## config.mk

```make
export PLATFORM = sky130hd
export DESIGN_NAME = z80_bank_bridge_flat
export DESIGN_NICKNAME = d
export VERILOG_FILES = /design/src/rtl/z80_bank_bridge_if.sv /design/src/rtl/z80_bank_bridge.sv /design/src/flat_wrapper.sv
export SDC_FILE = /design/constraint.sdc
export NUM_CORES = 1
export LEC_CHECK = 0
export ABC_AREA = 1
export BUFFER_PORTS_ARGS = -buffer_cell sky130_fd_sc_hd__buf_2
export CORE_AREA = 2 2 100 102
export DETAILED_ROUTE_END_ITERATION = 12
export DIE_AREA = 0 0 102 104
export MAX_ROUTING_LAYER = met4
export PLACE_DENSITY_LB_ADDON = 0.1
export SKIP_LAST_GASP = 1
export SYNTH_ARGS = -nofsm -noshare
export SYNTH_HDL_FRONTEND = slang
export SYNTH_SLANG_ARGS = --single-unit
```

## constraint.sdc

```tcl
create_clock -name MCLK -period 1.9 [get_ports MCLK]
set_input_delay 0.57 -clock MCLK [delete_from_list [all_inputs] [get_ports MCLK]]
set_output_delay 0.57 -clock MCLK [all_outputs]
set_load 0.01 [all_outputs]
```

## src/rtl/z80_bank_bridge_if.sv

```systemverilog
// Pin bundle between the Z80 side and the 68k bus side of the bank bridge.
// The bridge uses the slave modport; the surrounding logic uses the master modport.
interface z80_bank_bridge_if;
  logic [15:0] ZA;
  logic [7:0]  ZD_i;
  logic [7:0]  ZD_o;
  logic        ZD_d;
  logic        ZMREQ;
  logic        ZRD;
  logic        ZWR;
  logic        WAIT_pull;
  logic        BR_pull;
  logic        BG;
  logic        BGACK_pull;
  logic [22:0] VA_o;
  logic [15:0] VD_i;
  logic [15:0] VD_o;
  logic        VA_d;
  logic        VD_d;
  logic        AS_o;
  logic        UDS_o;
  logic        LDS_o;
  logic        RW_o;
  logic        CTL_d;
  logic        DTACK;

  modport slave (
    input  ZA, ZD_i, ZMREQ, ZRD, ZWR, BG, VD_i, DTACK,
    output ZD_o, ZD_d, WAIT_pull, BR_pull, BGACK_pull, VA_o, VD_o,
           VA_d, VD_d, AS_o, UDS_o, LDS_o, RW_o, CTL_d
  );

  modport master (
    output ZA, ZD_i, ZMREQ, ZRD, ZWR, BG, VD_i, DTACK,
    input  ZD_o, ZD_d, WAIT_pull, BR_pull, BGACK_pull, VA_o, VD_o,
           VA_d, VD_d, AS_o, UDS_o, LDS_o, RW_o, CTL_d
  );
endinterface

```

## src/rtl/z80_bank_bridge.sv

```systemverilog
// Z80 0x8000-0xFFFF window into 68k space through a 9-bit serial bank register.
// Each window access requests the 68k bus, runs one strobed cycle, and stalls the Z80 with WAIT.
module z80_bank_bridge #(
  parameter int unsigned BG_SYNC    = 2,
  parameter int unsigned AS_SETUP   = 1,
  parameter int unsigned DT_TIMEOUT = 0
) (
  input  logic              MCLK,
  input  logic              RESET,
  z80_bank_bridge_if.slave  bus
);

  typedef enum logic [2:0] {
    S_IDLE, S_REQ, S_OWN, S_STRB, S_DTW, S_LATCH, S_REL, S_HOLD
  } state_t;

  state_t      state_q, state_d;
  logic [15:0] cnt_q, cnt_d;
  logic [31:0] cnt_nx;
  logic [8:0]  bank_q, bank_d;
  logic        served_q, served_d;
  logic [23:0] addr_q, addr_d;
  logic        wr_q, wr_d;
  logic        tmo_q, tmo_d;
  logic        wait_q, wait_d;
  logic        br_q, br_d;
  logic        bgack_q, bgack_d;
  logic [7:0]  zd_q, zd_d;
  logic        zd_off_q, zd_off_d;
  logic [22:0] va_q, va_d;
  logic [15:0] vd_q, vd_d;
  logic        va_off_q, va_off_d;
  logic        vd_off_q, vd_off_d;
  logic        ctl_off_q, ctl_off_d;
  logic        as_q, as_d;
  logic        uds_q, uds_d;
  logic        lds_q, lds_d;
  logic        rw_q, rw_d;
  logic        bank_hit, win_hit;

  assign bank_hit = ~bus.ZMREQ & ~bus.ZWR & (bus.ZA[15:8] == 8'h60) & ~served_q;
  assign win_hit  = ~bus.ZMREQ & bus.ZA[15] & (~bus.ZRD | ~bus.ZWR) & ~served_q
                    & (state_q == S_IDLE);
  assign cnt_nx   = 32'(cnt_q) + 32'd1;

  always_comb begin
    state_d   = state_q;
    cnt_d     = cnt_q;
    bank_d    = bank_q;
    addr_d    = addr_q;
    wr_d      = wr_q;
    tmo_d     = tmo_q;
    wait_d    = wait_q;
    br_d      = br_q;
    bgack_d   = bgack_q;
    zd_d      = zd_q;
    zd_off_d  = zd_off_q;
    va_d      = va_q;
    vd_d      = vd_q;
    va_off_d  = va_off_q;
    vd_off_d  = vd_off_q;
    ctl_off_d = ctl_off_q;
    as_d      = as_q;
    uds_d     = uds_q;
    lds_d     = lds_q;
    rw_d      = rw_q;

    // served blocks repeat handling until the Z80 ends this MREQ, even mid-cycle
    served_d = bus.ZMREQ ? 1'b0 : (served_q | bank_hit | win_hit);
    if (bank_hit) bank_d = {bus.ZD_i[0], bank_q[8:1]};

    case (state_q)
      S_IDLE: begin
        if (win_hit) begin
          state_d = S_REQ;
          wait_d  = 1'b1;
          br_d    = 1'b1;
          addr_d  = {bank_q, bus.ZA[14:0]};
          wr_d    = ~bus.ZWR;
          cnt_d   = '0;
        end
      end
      S_REQ: begin
        if (!bus.BG) begin
          if (cnt_nx >= BG_SYNC) begin
            state_d   = S_OWN;
            cnt_d     = '0;
            br_d      = 1'b0;
            bgack_d   = 1'b1;
            va_off_d  = 1'b0;
            ctl_off_d = 1'b0;
            vd_off_d  = ~wr_q;
            va_d      = addr_q[23:1];
            rw_d      = ~wr_q;
            if (wr_q) vd_d = {bus.ZD_i, bus.ZD_i};
          end else begin
            cnt_d = cnt_nx[15:0];
          end
        end else begin
          cnt_d = '0;
        end
      end
      S_OWN: begin
        if (cnt_nx >= AS_SETUP) begin
          state_d = S_STRB;
          cnt_d   = '0;
        end else begin
          cnt_d = cnt_nx[15:0];
        end
      end
      S_STRB: begin
        state_d = S_DTW;
        as_d    = 1'b0;
        uds_d   = addr_q[0];
        lds_d   = ~addr_q[0];
        cnt_d   = '0;
        tmo_d   = 1'b0;
      end
      S_DTW: begin
        if (!bus.DTACK) begin
          state_d = S_LATCH;
        end else if ((DT_TIMEOUT != 0) && (cnt_nx >= DT_TIMEOUT)) begin
          state_d = S_LATCH;
          tmo_d   = 1'b1;
        end else begin
          cnt_d = cnt_nx[15:0];
        end
      end
      S_LATCH: begin
        if (!wr_q) begin
          if (tmo_q)          zd_d = 8'hFF;
          else if (addr_q[0]) zd_d = bus.VD_i[7:0];
          else                zd_d = bus.VD_i[15:8];
        end
        as_d    = 1'b1;
        uds_d   = 1'b1;
        lds_d   = 1'b1;
        state_d = S_REL;
      end
      S_REL: begin
        va_off_d  = 1'b1;
        vd_off_d  = 1'b1;
        ctl_off_d = 1'b1;
        rw_d      = 1'b1;
        bgack_d   = 1'b0;
        wait_d    = 1'b0;
        zd_off_d  = wr_q;
        state_d   = S_HOLD;
      end
      S_HOLD: begin
        if (bus.ZMREQ) begin
          zd_off_d = 1'b1;
          state_d  = S_IDLE;
        end
      end
      default: state_d = S_IDLE;
    endcase
  end

  always_ff @(posedge MCLK) begin
    if (RESET) begin
      state_q   <= S_IDLE;
      cnt_q     <= '0;
      bank_q    <= '0;
      served_q  <= 1'b0;
      addr_q    <= '0;
      wr_q      <= 1'b0;
      tmo_q     <= 1'b0;
      wait_q    <= 1'b0;
      br_q      <= 1'b0;
      bgack_q   <= 1'b0;
      zd_q      <= '0;
      zd_off_q  <= 1'b1;
      va_q      <= '0;
      vd_q      <= '0;
      va_off_q  <= 1'b1;
      vd_off_q  <= 1'b1;
      ctl_off_q <= 1'b1;
      as_q      <= 1'b1;
      uds_q     <= 1'b1;
      lds_q     <= 1'b1;
      rw_q      <= 1'b1;
    end else begin
      state_q   <= state_d;
      cnt_q     <= cnt_d;
      bank_q    <= bank_d;
      served_q  <= served_d;
      addr_q    <= addr_d;
      wr_q      <= wr_d;
      tmo_q     <= tmo_d;
      wait_q    <= wait_d;
      br_q      <= br_d;
      bgack_q   <= bgack_d;
      zd_q      <= zd_d;
      zd_off_q  <= zd_off_d;
      va_q      <= va_d;
      vd_q      <= vd_d;
      va_off_q  <= va_off_d;
      vd_off_q  <= vd_off_d;
      ctl_off_q <= ctl_off_d;
      as_q      <= as_d;
      uds_q     <= uds_d;
      lds_q     <= lds_d;
      rw_q      <= rw_d;
    end
  end

  assign bus.ZD_o       = zd_q;
  assign bus.ZD_d       = zd_off_q;
  assign bus.WAIT_pull  = wait_q;
  assign bus.BR_pull    = br_q;
  assign bus.BGACK_pull = bgack_q;
  assign bus.VA_o       = va_q;
  assign bus.VD_o       = vd_q;
  assign bus.VA_d       = va_off_q;
  assign bus.VD_d       = vd_off_q;
  assign bus.CTL_d      = ctl_off_q;
  assign bus.AS_o       = as_q;
  assign bus.UDS_o      = uds_q;
  assign bus.LDS_o      = lds_q;
  assign bus.RW_o       = rw_q;

endmodule

```

## src/flat_wrapper.sv

```systemverilog
// flat-port wrapper written by rule: the top's interface ports become plain ports
module z80_bank_bridge_flat 
#(
  parameter int unsigned BG_SYNC    = 2,
  parameter int unsigned AS_SETUP   = 1,
  parameter int unsigned DT_TIMEOUT = 0
)
  (MCLK, RESET, bus_ZA, bus_ZD_i, bus_ZMREQ, bus_ZRD, bus_ZWR, bus_BG, bus_VD_i, bus_DTACK, bus_ZD_o, bus_ZD_d, bus_WAIT_pull, bus_BR_pull, bus_BGACK_pull, bus_VA_o, bus_VD_o, bus_VA_d, bus_VD_d, bus_AS_o, bus_UDS_o, bus_LDS_o, bus_RW_o, bus_CTL_d);
  z80_bank_bridge_if bus_i ();
  input  logic MCLK;
  input  logic RESET;
  input wire logic [$bits(bus_i.ZA)-1:0] bus_ZA;
  input wire logic [$bits(bus_i.ZD_i)-1:0] bus_ZD_i;
  input wire logic [$bits(bus_i.ZMREQ)-1:0] bus_ZMREQ;
  input wire logic [$bits(bus_i.ZRD)-1:0] bus_ZRD;
  input wire logic [$bits(bus_i.ZWR)-1:0] bus_ZWR;
  input wire logic [$bits(bus_i.BG)-1:0] bus_BG;
  input wire logic [$bits(bus_i.VD_i)-1:0] bus_VD_i;
  input wire logic [$bits(bus_i.DTACK)-1:0] bus_DTACK;
  output wire logic [$bits(bus_i.ZD_o)-1:0] bus_ZD_o;
  output wire logic [$bits(bus_i.ZD_d)-1:0] bus_ZD_d;
  output wire logic [$bits(bus_i.WAIT_pull)-1:0] bus_WAIT_pull;
  output wire logic [$bits(bus_i.BR_pull)-1:0] bus_BR_pull;
  output wire logic [$bits(bus_i.BGACK_pull)-1:0] bus_BGACK_pull;
  output wire logic [$bits(bus_i.VA_o)-1:0] bus_VA_o;
  output wire logic [$bits(bus_i.VD_o)-1:0] bus_VD_o;
  output wire logic [$bits(bus_i.VA_d)-1:0] bus_VA_d;
  output wire logic [$bits(bus_i.VD_d)-1:0] bus_VD_d;
  output wire logic [$bits(bus_i.AS_o)-1:0] bus_AS_o;
  output wire logic [$bits(bus_i.UDS_o)-1:0] bus_UDS_o;
  output wire logic [$bits(bus_i.LDS_o)-1:0] bus_LDS_o;
  output wire logic [$bits(bus_i.RW_o)-1:0] bus_RW_o;
  output wire logic [$bits(bus_i.CTL_d)-1:0] bus_CTL_d;
  assign bus_i.ZA = bus_ZA;
  assign bus_i.ZD_i = bus_ZD_i;
  assign bus_i.ZMREQ = bus_ZMREQ;
  assign bus_i.ZRD = bus_ZRD;
  assign bus_i.ZWR = bus_ZWR;
  assign bus_i.BG = bus_BG;
  assign bus_i.VD_i = bus_VD_i;
  assign bus_i.DTACK = bus_DTACK;
  assign bus_ZD_o = bus_i.ZD_o;
  assign bus_ZD_d = bus_i.ZD_d;
  assign bus_WAIT_pull = bus_i.WAIT_pull;
  assign bus_BR_pull = bus_i.BR_pull;
  assign bus_BGACK_pull = bus_i.BGACK_pull;
  assign bus_VA_o = bus_i.VA_o;
  assign bus_VD_o = bus_i.VD_o;
  assign bus_VA_d = bus_i.VA_d;
  assign bus_VD_d = bus_i.VD_d;
  assign bus_AS_o = bus_i.AS_o;
  assign bus_UDS_o = bus_i.UDS_o;
  assign bus_LDS_o = bus_i.LDS_o;
  assign bus_RW_o = bus_i.RW_o;
  assign bus_CTL_d = bus_i.CTL_d;
  z80_bank_bridge #(.BG_SYNC(BG_SYNC), .AS_SETUP(AS_SETUP), .DT_TIMEOUT(DT_TIMEOUT)) u_core (.MCLK(MCLK), .RESET(RESET), .bus(bus_i));
endmodule
```

==> summary.txt, run 1 <==
Status
  • Outcome: finished with violations
  • Violated checks: negative setup slack

Placement
  • GPL Wtd Cong: roughly 0.9
  • Dpl cells: between 900 and 1000
  • Dpl ws: -0.0932 ns
  • Area after DPL: around 5600 um^2
  • HPWL reported at the end of detailed placement: just over 8 mm
  • Input/output buffers: between 100 and 150

Pwr
  • Pwr Total: ~5.0 mW
  • Leakage: around 2.8 nW
  • Max IR drop VDD: 0.000517 V
  • Pwr/cell area: slightly above 800 nW/um^2

Detailed routing
  • Routed WL: between 10 and 15 mm
  • WL per Instance: 12.7 um
  • Via Count: 4529
  • Iteration-0 DRC Markers: between 150 and 200
  • Routed vias/inst: 4.88
  • First-pass DRT Iterations: 4
  • # DRC: 0
  • Final ANT Viol Nets: 0

Global route
  • Total gr overflow: 0
  • Pin count of the biggest net entering global routing: 36
  • Initial antenna violation count: 0
  • Vias in the first global route: 4165
  • First-pass GRT wire length: 19.1 mm
  • Total global-route track usage: 22.4%

Clock tree
  • Clock tree buffer depth: 2
  • Clk sinks: roughly 100
  • CTS tree: done
  • Skew-Pair Late Insertion Delay: between 0.3 and 0.4 ns
  • Clock slew at reported path FFs: approximately 0.11 ns
  • Root Buffer: clkbuf_8
  • H-tree depth: 3
  • CTS Buf Count: 9
  • Post-CTS Hold Buffers: 0

Timing
  • Final Hold Viols: 0
  • Fin. max-slew vios: 0
  • Relative slew slack: a little under three quarters
  • Worst Skew: approximately 0.014 ns
  • Final WS setup: -0.169 ns
  • Min Tclk post-route: 2.07 ns
  • RSZ-0062 raised after global routing: yes
  • Final setup violation count: 40
  • Final worst-path cycle share: 109%
  • Achievable clock frequency: approximately 480 MHz
  • Worst slew pin tran: roughly 0.43 ns

Final layout
  • # fillers: 900
  • Post-route cell area: approximately 6000 um^2
  • Antenna cells: 0
  • Post-synthesis to final-layout area growth: 34.2%
  • Final cell count without fillers: 928
  • Nets: ~840
  • Layout Utilization: roughly two thirds
  • Share of layout cells above drive strength 1: ~34%

Floorplanning
  • Num ports: roughly 110
  • Core box area: about 9500 um^2
  • Initial core utilization: 48.2%
  • Rows: 36
  • Die X: approximately 100 um
  • Die area: 10600 um^2
  • Die Y: 104 um

Worst setup path
  • Crit. End Element: register
  • Critical-path cell list: ha_4, nand3_4, nor2_4, nand3_2, nand2_2, nand2_2, nor2_2, nand2_2, nor2_4, nand2_4, nand2_8, inv_12, buf_12, nor2_4, nor2_1
  • Worst-path fanout max: 7
  • Worst Setup Start Kind: register
  • R2r worst-path depth: 15
  • CP max stage delay: a little under 0.4 ns
  • CP max-delay cell: dfxtp_4
  • Critical path data arrival time: between 2 and 2.5 ns
  • Reg2Reg Setup Slack: -0.17 ns
  • Critical R2R Launch: u_core.cnt_q[1]
  • Reg2Reg Capture Point: u_core.bus.VA_o[8]
  • Worst EP required: roughly 2.2 ns
  • CP Class: register to register

Worst hold path
  • Worst Hold End: u_core.bus.ZD_o[3]
  • Worst Hold Class: primary input to register
  • Hold depth: 3
  • HP Start: bus_VD_i[3]

Logic synthesis
  • Area contributors post-synth: dfxtp_1, nand2_1, nor2_1
  • Ys flop type: dfxtp_1
  • Syn Area/Cell: around 7 um^2
  • Most frequent cell after synthesis: nand2_1
  • Share of the synthesized area in the top cell type: ~44%
  • Post-synth top cells: nand2_1, nor2_1, dfxtp_1
  • Synth async-reset ratio: 0%
  • Syn Std Cell Area: about 4600 um^2
  • Register area share after synthesis: 44.3%
  • Dominant cell type by area after synthesis: dfxtp_1
  • Register bit total from synthesis: 102
  • Syn nets: roughly 700
  • EDFF count, synth: 0
  • Synth Instances: roughly 650
  • YS warnings: 0
  • Post-synth cell types: 34

Flow run
  • Max-Cap Viols: 0
[timing repair]
action                                 CTS  global route
gates resized for setup                 38            39
setup buffers                            4             2
endpoints found under the hold margin    0             0
pin swaps                               21            29
cloned                                   1             0
setup endpoints to repair               40            41
[where the power goes]
group / total, mW / internal, mW / switching, mW
Sequential: 2.37 / 2.27 / 0.0999
Clock: 1.49 / 0.654 / 0.837
Combinational: 1.14 / 0.428 / 0.712
Total: 5.00 / 3.35 / 1.65
[cells in the final DEF (no fill, tap or decap), drive strengths merged]
cell type  synthesis  layout
buf               15     165
nor2             142     143
nand2            129     129
dfxtp            102     102
inv               71      74
o21ai             64      64
a21oi             30      30
nand3             28      28
a211oi            11      11
clkbuf            20       9
a31oi              8       8
nand4              7       7
ha                 4       4
clkinv             1       4
nand3b             3       3
o211ai             3       3
nor3               3       3
xnor2              2       2
xor2               1       1
or2                1       1
o22ai              1       1
and3               1       1
o31ai              1       1
bufinv             0       1
[state kept, by name, indices dropped and copies added, names as in the netlist, 3 cells and up]
name,count
u_core.addr_q,24
u_core.bus.VA_o,23
u_core.cnt_q,16
u_core.bank_q,9
u_core.bus.VD_o,8
u_core.bus.ZD_o,8
u_core.state_q,3
[kinds of logic after synthesis]
logic type / after synthesis / share of synthesized area, %
XOR/XNOR: 3 / 0.571
AND/OR/NAND/NOR: 314 / 29.9
buffers and inverters: 107 / 10.2
adder cells (fa/ha/maj): 4 / 1.09
flip-flops: 102 / 44.3
AO/OA/AOI/OAI: 118 / 13.9
[worst max-delay path: cells and delay by family, from the launching register on]
kind	cells	cell delay (ns)
adders and majority gates	1	0.16
DFF	1	0.39
buffers and inverters	2	0.22
and+or+nand+nor	12	1.19
[per-layer routing]
metal,part of all wire [%],track usage (%)
met5,0,-
met4,0.87,5.24
met3,3.5,2.69
met2,49,36.2
met1,46,29.9
[through the flow]
step / TNS [ns] / hold slack [ns]
after floorplan: -0.0128 / 0.445
final: -4.94 / 0.463
after global placement: -1.03 / 0.440
after detailed placement: -2.42 / 0.445
after global routing: -9.70 / 0.463
after CTS: -0.824 / 0.446
[final cells by class]
cell class / count / area (um^2) / share of cell area (%)
Sequential cell: 102 / 2060 / 33.3
Timing Repair Buffer: 165 / 1080 / 17.5
Tap cell: 133 / 166 / 2.69
Multi-Input combinational cell: 440 / 2370 / 38.4
Clock inverter: 7 / 97.6 / 1.58
Clock buffer: 9 / 124 / 2.01
Inverter: 72 / 283 / 4.58
[worst max path at each step]
stage,from,to,slack (ns)
floorplan,u_core.cnt_q[0],u_core.bus.VA_o[10],-0.001
global placement,bus_ZMREQ,u_core.state_q[0],-0.05
detailed placement,u_core.cnt_q[1],u_core.state_q[1],-0.09
CTS,u_core.cnt_q[0],u_core.bus.VA_o[11],-0.04
global route,u_core.cnt_q[1],u_core.bus.VA_o[6],-0.28
finish,u_core.cnt_q[1],u_core.bus.VA_o[8],-0.17
Note: power is estimated with default switching activity, not from simulation.
==> run 2, diff against run 1 <==
CORE_AREA = 2 2 93 95   (was 2 2 100 102)
DIE_AREA = 0 0 95 97   (was 0 0 102 104)
clock period = 2.6 ns   (was 1.9 ns; I/O delays follow)
==> run 2 against run 1 <==
- the run now ends clean
- die area decreased by 13%
- via count decreased by 6.4%
- flip-flop and latch count unchanged
- clock skew decreased by 0.0018 ns
- global-route usage increased by 1.2 points
- count of clock-buffer cells in the layout unchanged
- register-to-register slack improved by 0.45 ns
- worst setup slack improved by 0.45 ns
==> summary.txt, run 2 (synthesis gave the netlist of run 1 again) <==
Clock tree
  • Clock slew at reported path FFs: around 0.1 ns
  • Skew-Pair Late Insertion Delay: 0.37 ns
  • CTS tree: done
  • Post-CTS Hold Buffers: 0
  • Clock tree buffer depth: 2
  • CTS Buf Count: 9
  • Root Buffer: clkbuf_8
  • H-tree depth: 3
  • Clk sinks: between 100 and 150

Final layout
  • Largest Register: u_core.addr_q
  • Share of layout cells above drive strength 1: a little under a quarter
  • Most common cell after layout, fill and taps aside: nand2_1
  • Antenna cells: 0
  • # fillers: 762
  • Layout Utilization: 66.0%
  • Most frequent cells in the layout: nand2_1, nor2_1, buf_2
  • Register area: between 2000 and 2500 um^2
  • Post-route cell area: between 5000 and 6000 um^2
  • Area occupied by multi-input gates: ~2100 um^2
  • Post-synthesis to final-layout area growth: 16.7%
  • Nets: 791
  • Max reg flops: 24

Worst setup path
  • Critical-path cell list: ha_1, nand3_2, nor2_4, nand3_1, nand2_1, nand2_1, nand2_1, inv_1, nand2_1, nor2_4, nand2_4, nand2_8, inv_6, nand2_4, nand2_1, inv_2, nor2_1
  • Worst-path fanout max: 26
  • Crit. End Element: register
  • Worst Setup Start Kind: register
  • CP delay by family, top: simple AND/OR/NAND/NOR gates
  • CP max stage delay: approximately 0.41 ns
  • Worst path most repeated cell: nand2_1
  • CP max-delay cell: dfxtp_2
  • Critical path data arrival time: between 2 and 3 ns
  • Buf/Inv on CP: 3
  • Worst EP required: about 2.9 ns
  • CP Class: register to register

Timing
  • Sum Neg Setup Slack: 0 ns
  • Final Hold Viols: 0
  • Final worst-path cycle share: around nine tenths
  • Final setup violation count: 0
  • WHS: about 0.46 ns
  • Fin. max-slew vios: 0
  • RSZ-0062 raised after global routing: no
  • Worst Skew: approximately 0.013 ns
  • Achievable clock frequency: 431 MHz
  • Min Tclk post-route: roughly 2.3 ns
  • Relative slew slack: a little under half
  • Worst slew pin tran: around 0.8 ns

Placement
  • HPWL reported at the end of detailed placement: between 7 and 8 mm
  • GPL Wtd Cong: 0.830
  • Area after DPL: between 5000 and 6000 um^2
  • Input/output buffers: 104

Pwr
  • Max IR drop VDD: between 0.0003 and 0.0004 V
  • Leakage: ~2.5 nW
  • Pwr/cell area: ~650 nW/um^2

Worst hold path
  • Worst Hold Class: register to register

Global route
  • Vias in the first global route: 3902
  • First-pass GRT wire length: 17.3 mm
  • Pin count of the biggest net entering global routing: 39
  • Total gr overflow: 0
  • Initial antenna violation count: 0
  • Total global-route track usage: approximately a quarter

Detailed routing
  • Final ANT Viol Nets: 0
  • Via Count: approximately 4200
  • Routed WL: between 10 and 15 mm
  • Iteration-0 DRC Markers: between 150 and 200
  • Routed vias/inst: roughly 5
  • # DRC: 0
  • First-pass DRT Iterations: 5
  • WL per Instance: approximately 12 um

Floorplanning
  • Die area: 9220 um^2
  • Num ports: around 110
  • Die X: roughly 95 um
  • Rows: 33
  • Core box area: a little over 8000 um^2
  • Die Y: 97 um
  • Initial core utilization: a little under three fifths

Flow run
  • Max-Cap Viols: 0

Status
  • Outcome: finished clean
run 2: changes by cell type in the layout (fill, tap and decap cells not counted), moves of 6 or more:
| cell | delta |
|---|---|
| dfxtp_1 | +6 |
| nand2_2 | -8 |
| buf_4 | -38 |
| nor2_2 | +10 |
| nand2_1 | +9 |
| nand3_1 | +8 |
| buf_12 | -6 |
| nor2_1 | +11 |
| nor2_4 | -21 |
run 2: metal layers:
| layer | share of wire, % | track usage, % | wire [um] | vias up |
|---|---|---|---|---|
| met5 | 0 | - | 0 | - |
| li1 | - | - | - | 2246 |
| met4 | 0.68 | 6.58 | 70 | 0 |
| met2 | 49 | 38.7 | 5010 | 104 |
| met3 | 4.8 | 5.14 | 496 | 6 |
| met1 | 46 | 29.2 | 4720 | 1883 |
run 2: metrics by stage:
step / instances / setup slack [ns] / power (mW)
finish: 850 / 0.279 / 3.48
global route: 850 / 0.0208 / 3.68
CTS: 849 / 0.0756 / 3.51
detailed placement: 833 / 0.115 / 2.45
global placement: 833 / 0.226 / 2.43
floorplan: 648 / 0.535 / 2.22
run 2: final cells by class:
class / count / share of cell area, %
inverter: 72 / 5.12
tap: 105 / 2.45
sequential: 102 / 38.1
clock inverter: 7 / 1.70
multi-input combinational: 440 / 39.1
timing repair buffer: 115 / 11.2
clock buffer: 9 / 2.31
run 2: where the power goes:
group | switching, mW | total, mW | internal (mW)
Combinational | 0.449 | 0.686 | 0.237
Sequential | 0.0666 | 1.73 | 1.66
Clock | 0.597 | 1.07 | 0.469
run 2: worst paths after layout:
kind | startpoint | endpoint | slack, ns | cells past startpoint
worst min-delay path | u_core.bus.AS_o | u_core.bus.AS_o | 0.46 | 2
worst min register to register | u_core.bus.AS_o | u_core.bus.AS_o | 0.46 | 2
worst max-delay path | u_core.cnt_q[0] | u_core.bus.VD_o[12] | 0.28 | 17
worst max register to register | u_core.cnt_q[0] | u_core.bus.VD_o[12] | 0.28 | 17
run 2: timing repair:
action,4_1_cts,5_1_grt
buffers inserted,0,0
setup endpoints to repair,0,25
resized for setup,0,4
run 2: worst reg2reg max path, stage by stage (launching register included):
cell	delay (ns)
dfxtp_2	0.41
ha_1	0.24
nand3_2	0.15
nor2_4	0.19
nand3_1	0.10
nand2_1	0.11
nand2_1	0.05
nand2_1	0.05
inv_1	0.03
nand2_1	0.09
nor2_4	0.06
nand2_4	0.08
nand2_8	0.09
inv_6	0.24
nand2_4	0.14
nand2_1	0.10
inv_2	0.03
nor2_1	0.09
==> run 3, diff against run 2 <==
RECOVER_POWER = 25   (was default)
==> run 3 against run 2 <==
- via count up 0.31%
- clock skew shrank 0.00060 ns
- critical path depth did not move
- flip-flop and latch count unchanged
- utilization fell by 0.52 points
- cell area decreased by 0.79%
- clock power about the same
- global-route usage stayed put
- count of clock-buffer cells in the layout is the same
- routed wire length is 0.14% lower
- register-to-register slack hardly changed
- sequential power hardly changed
- critical path type unchanged
- critical endpoint unchanged
- largest cell class unchanged
- largest power group unchanged
==> summary.txt, run 3 (synthesis gave the netlist of run 1 again) <==
Worst setup path
  • Critical-path cell list: ha_1, nand3_2, nor2_4, nand3_1, nand2_1, nand2_1, nand2_1, inv_1, nand2_1, nor2_4, nand2_4, nand2_8, inv_6, nand2_4, nand2_1, inv_2, nor2_1
  • Crit. End Element: register
  • Critical Path Start: u_core.cnt_q[0]
  • CP delay by family, top: simple AND/OR/NAND/NOR gates
  • Worst EP required: 2.90 ns
  • Critical R2R Launch: u_core.cnt_q[0]
  • CP Class: register to register
  • Worst path most repeated cell: nand2_1
  • Buf/Inv on CP: 3
  • CP max-delay cell: dfxtp_2
  • Worst Setup Start Kind: register
  • CP max stage delay: ~0.4 ns
  • Critical path data arrival time: ~2.6 ns
  • Worst-path fanout max: 26

Final layout
  • Layout Utilization: 65.5%
  • Share of layout cells above drive strength 1: roughly a fifth
  • Nets: 791
  • Post-route cell area: roughly 5300 um^2
  • Most frequent cells in the layout: nand2_1, nor2_1, dfxtp_1
  • Antenna cells: 0
  • Final cell count without fillers: 850
  • Post-synthesis to final-layout area growth: 15.7%
  • Most common cell after layout, fill and taps aside: nand2_1
  • Largest Register: u_core.addr_q
  • Max reg flops: 24

Worst hold path
  • Worst Hold Class: register to register
  • HP Start: u_core.bus.AS_o

Detailed routing
  • Iteration-0 DRC Markers: approximately 180
  • Routed WL: between 10 and 15 mm
  • First-pass DRT Iterations: 4
  • Routed vias/inst: around 5
  • WL per Instance: roughly 12 um
  • Final ANT Viol Nets: 0
  • Via Count: around 4300
  • # DRC: 0

Clock tree
  • Skew-Pair Late Insertion Delay: 0.37 ns
  • Setup Buffers After CTS: 0
  • H-tree depth: 3
  • Clock slew at reported path FFs: 0.10 ns
  • Root Buffer: clkbuf_8
  • Clk sinks: roughly 100
  • Clock tree buffer depth: 2
  • Post-CTS Hold Buffers: 0
  • CTS tree: done
  • CTS Buf Count: 9

Timing
  • Final setup violation count: 0
  • WHS: 0.463 ns
  • Achievable clock frequency: about 430 MHz
  • Final Hold Viols: 0
  • Relative slew slack: a little under half
  • Min Tclk post-route: approximately 2.3 ns
  • Worst slew pin tran: 0.786 ns
  • Final worst-path cycle share: between 80% and 90%
  • Worst Skew: approximately 0.012 ns
  • Final WS setup: roughly 0.28 ns
  • Sum Neg Setup Slack: 0 ns
  • Fin. max-slew vios: 0
  • RSZ-0062 raised after global routing: no

Global route
  • First-pass GRT wire length: between 15 and 20 mm
  • Initial antenna violation count: 0
  • Total global-route track usage: a little under a quarter
  • Total gr overflow: 0
  • Vias in the first global route: slightly below 4000
  • Pin count of the biggest net entering global routing: 39

Pwr
  • P_sw: between 1 and 1.5 mW
  • Part of the power in registers: between 40% and 50%
  • Pwr/cell area: 651 nW/um^2
  • Max IR drop VDD: between 0.0003 and 0.0004 V
  • Sw frac: between 30% and 40%
  • Leakage: roughly 2.3 nW
  • Clk network pwr share: a little under a third
  • P_int: 2.36 mW
  • Pwr Total: around 3.5 mW
  • Comb power frac: slightly below 20%

Floorplanning
  • Rows: 33
  • Die Y: 97 um
  • Initial core utilization: 56.6%
  • Core box area: a little over 8000 um^2
  • Die area: around 9000 um^2
  • Num ports: 105
  • Die X: about 95 um

Placement
  • Input/output buffers: between 100 and 150
  • Dpl cells: roughly 830
  • HPWL reported at the end of detailed placement: around 7.5 mm
  • Area after DPL: roughly 5000 um^2
  • Dpl ws: 0.115 ns
  • GPL Wtd Cong: a little over 0.8

Flow run
  • Max-Cap Viols: 0

Status
  • Outcome: finished clean
==> run 3: power by group through the flow <==
stage                     sequential, mW  combinational [mW]  clock (mW)
after floorplan                     1.76               0.465           0
after global placement              1.76               0.670           0
after detailed placement            1.76               0.687           0
after CTS                           1.73               0.692        1.10
after global routing                1.74               0.779        1.15
final                               1.73               0.678        1.06
==> run 3: path summary, 6_finish.rpt <==
check	end	slack, ns	depth (start not counted)
worst max-delay path	u_core.bus.VD_o[12]	0.28	17
worst min-delay path	u_core.bus.AS_o	0.46	2
worst max register to register	u_core.bus.VD_o[12]	0.28	17
worst min register to register	u_core.bus.AS_o	0.46	2
==> run 3: worst register-to-register path, cell delays in order (launching register included) <==
cell and delay [ns]:
dfxtp_2 0.41, ha_1 0.24, nand3_2 0.15, nor2_4 0.19
nand3_1 0.10, nand2_1 0.11, nand2_1 0.05, nand2_1 0.05
inv_1 0.04, nand2_1 0.09, nor2_4 0.06, nand2_4 0.08
nand2_8 0.09, inv_6 0.24, nand2_4 0.13, nand2_1 0.10
inv_2 0.03, nor2_1 0.09
==> run 3: repair_timing <==
action                                  in CTS  in global routing
endpoints found under the hold margin        0                  0
endpoints found under the setup margin       0                 25
gates resized for setup                      0                  4
==> run 3: layout make-up <==
type,count,area [um^2]
inverter,72,275
tap,105,131
clock buffer,9,124
multi-input combinational,440,2100
sequential,102,2040
fill,778,2810
timing repair buffer,115,561
clock inverter,7,91.3
==> run 3: routing by layer <==
layer / global-route usage, % / wire (um) / up-vias
li1: - / - / 2245
met1: 29.2 / 4740 / 1887
met2: 38.7 / 4970 / 114
met3: 5.14 / 501 / 6
met4: 6.58 / 77 / 0
met5: - / 0 / -
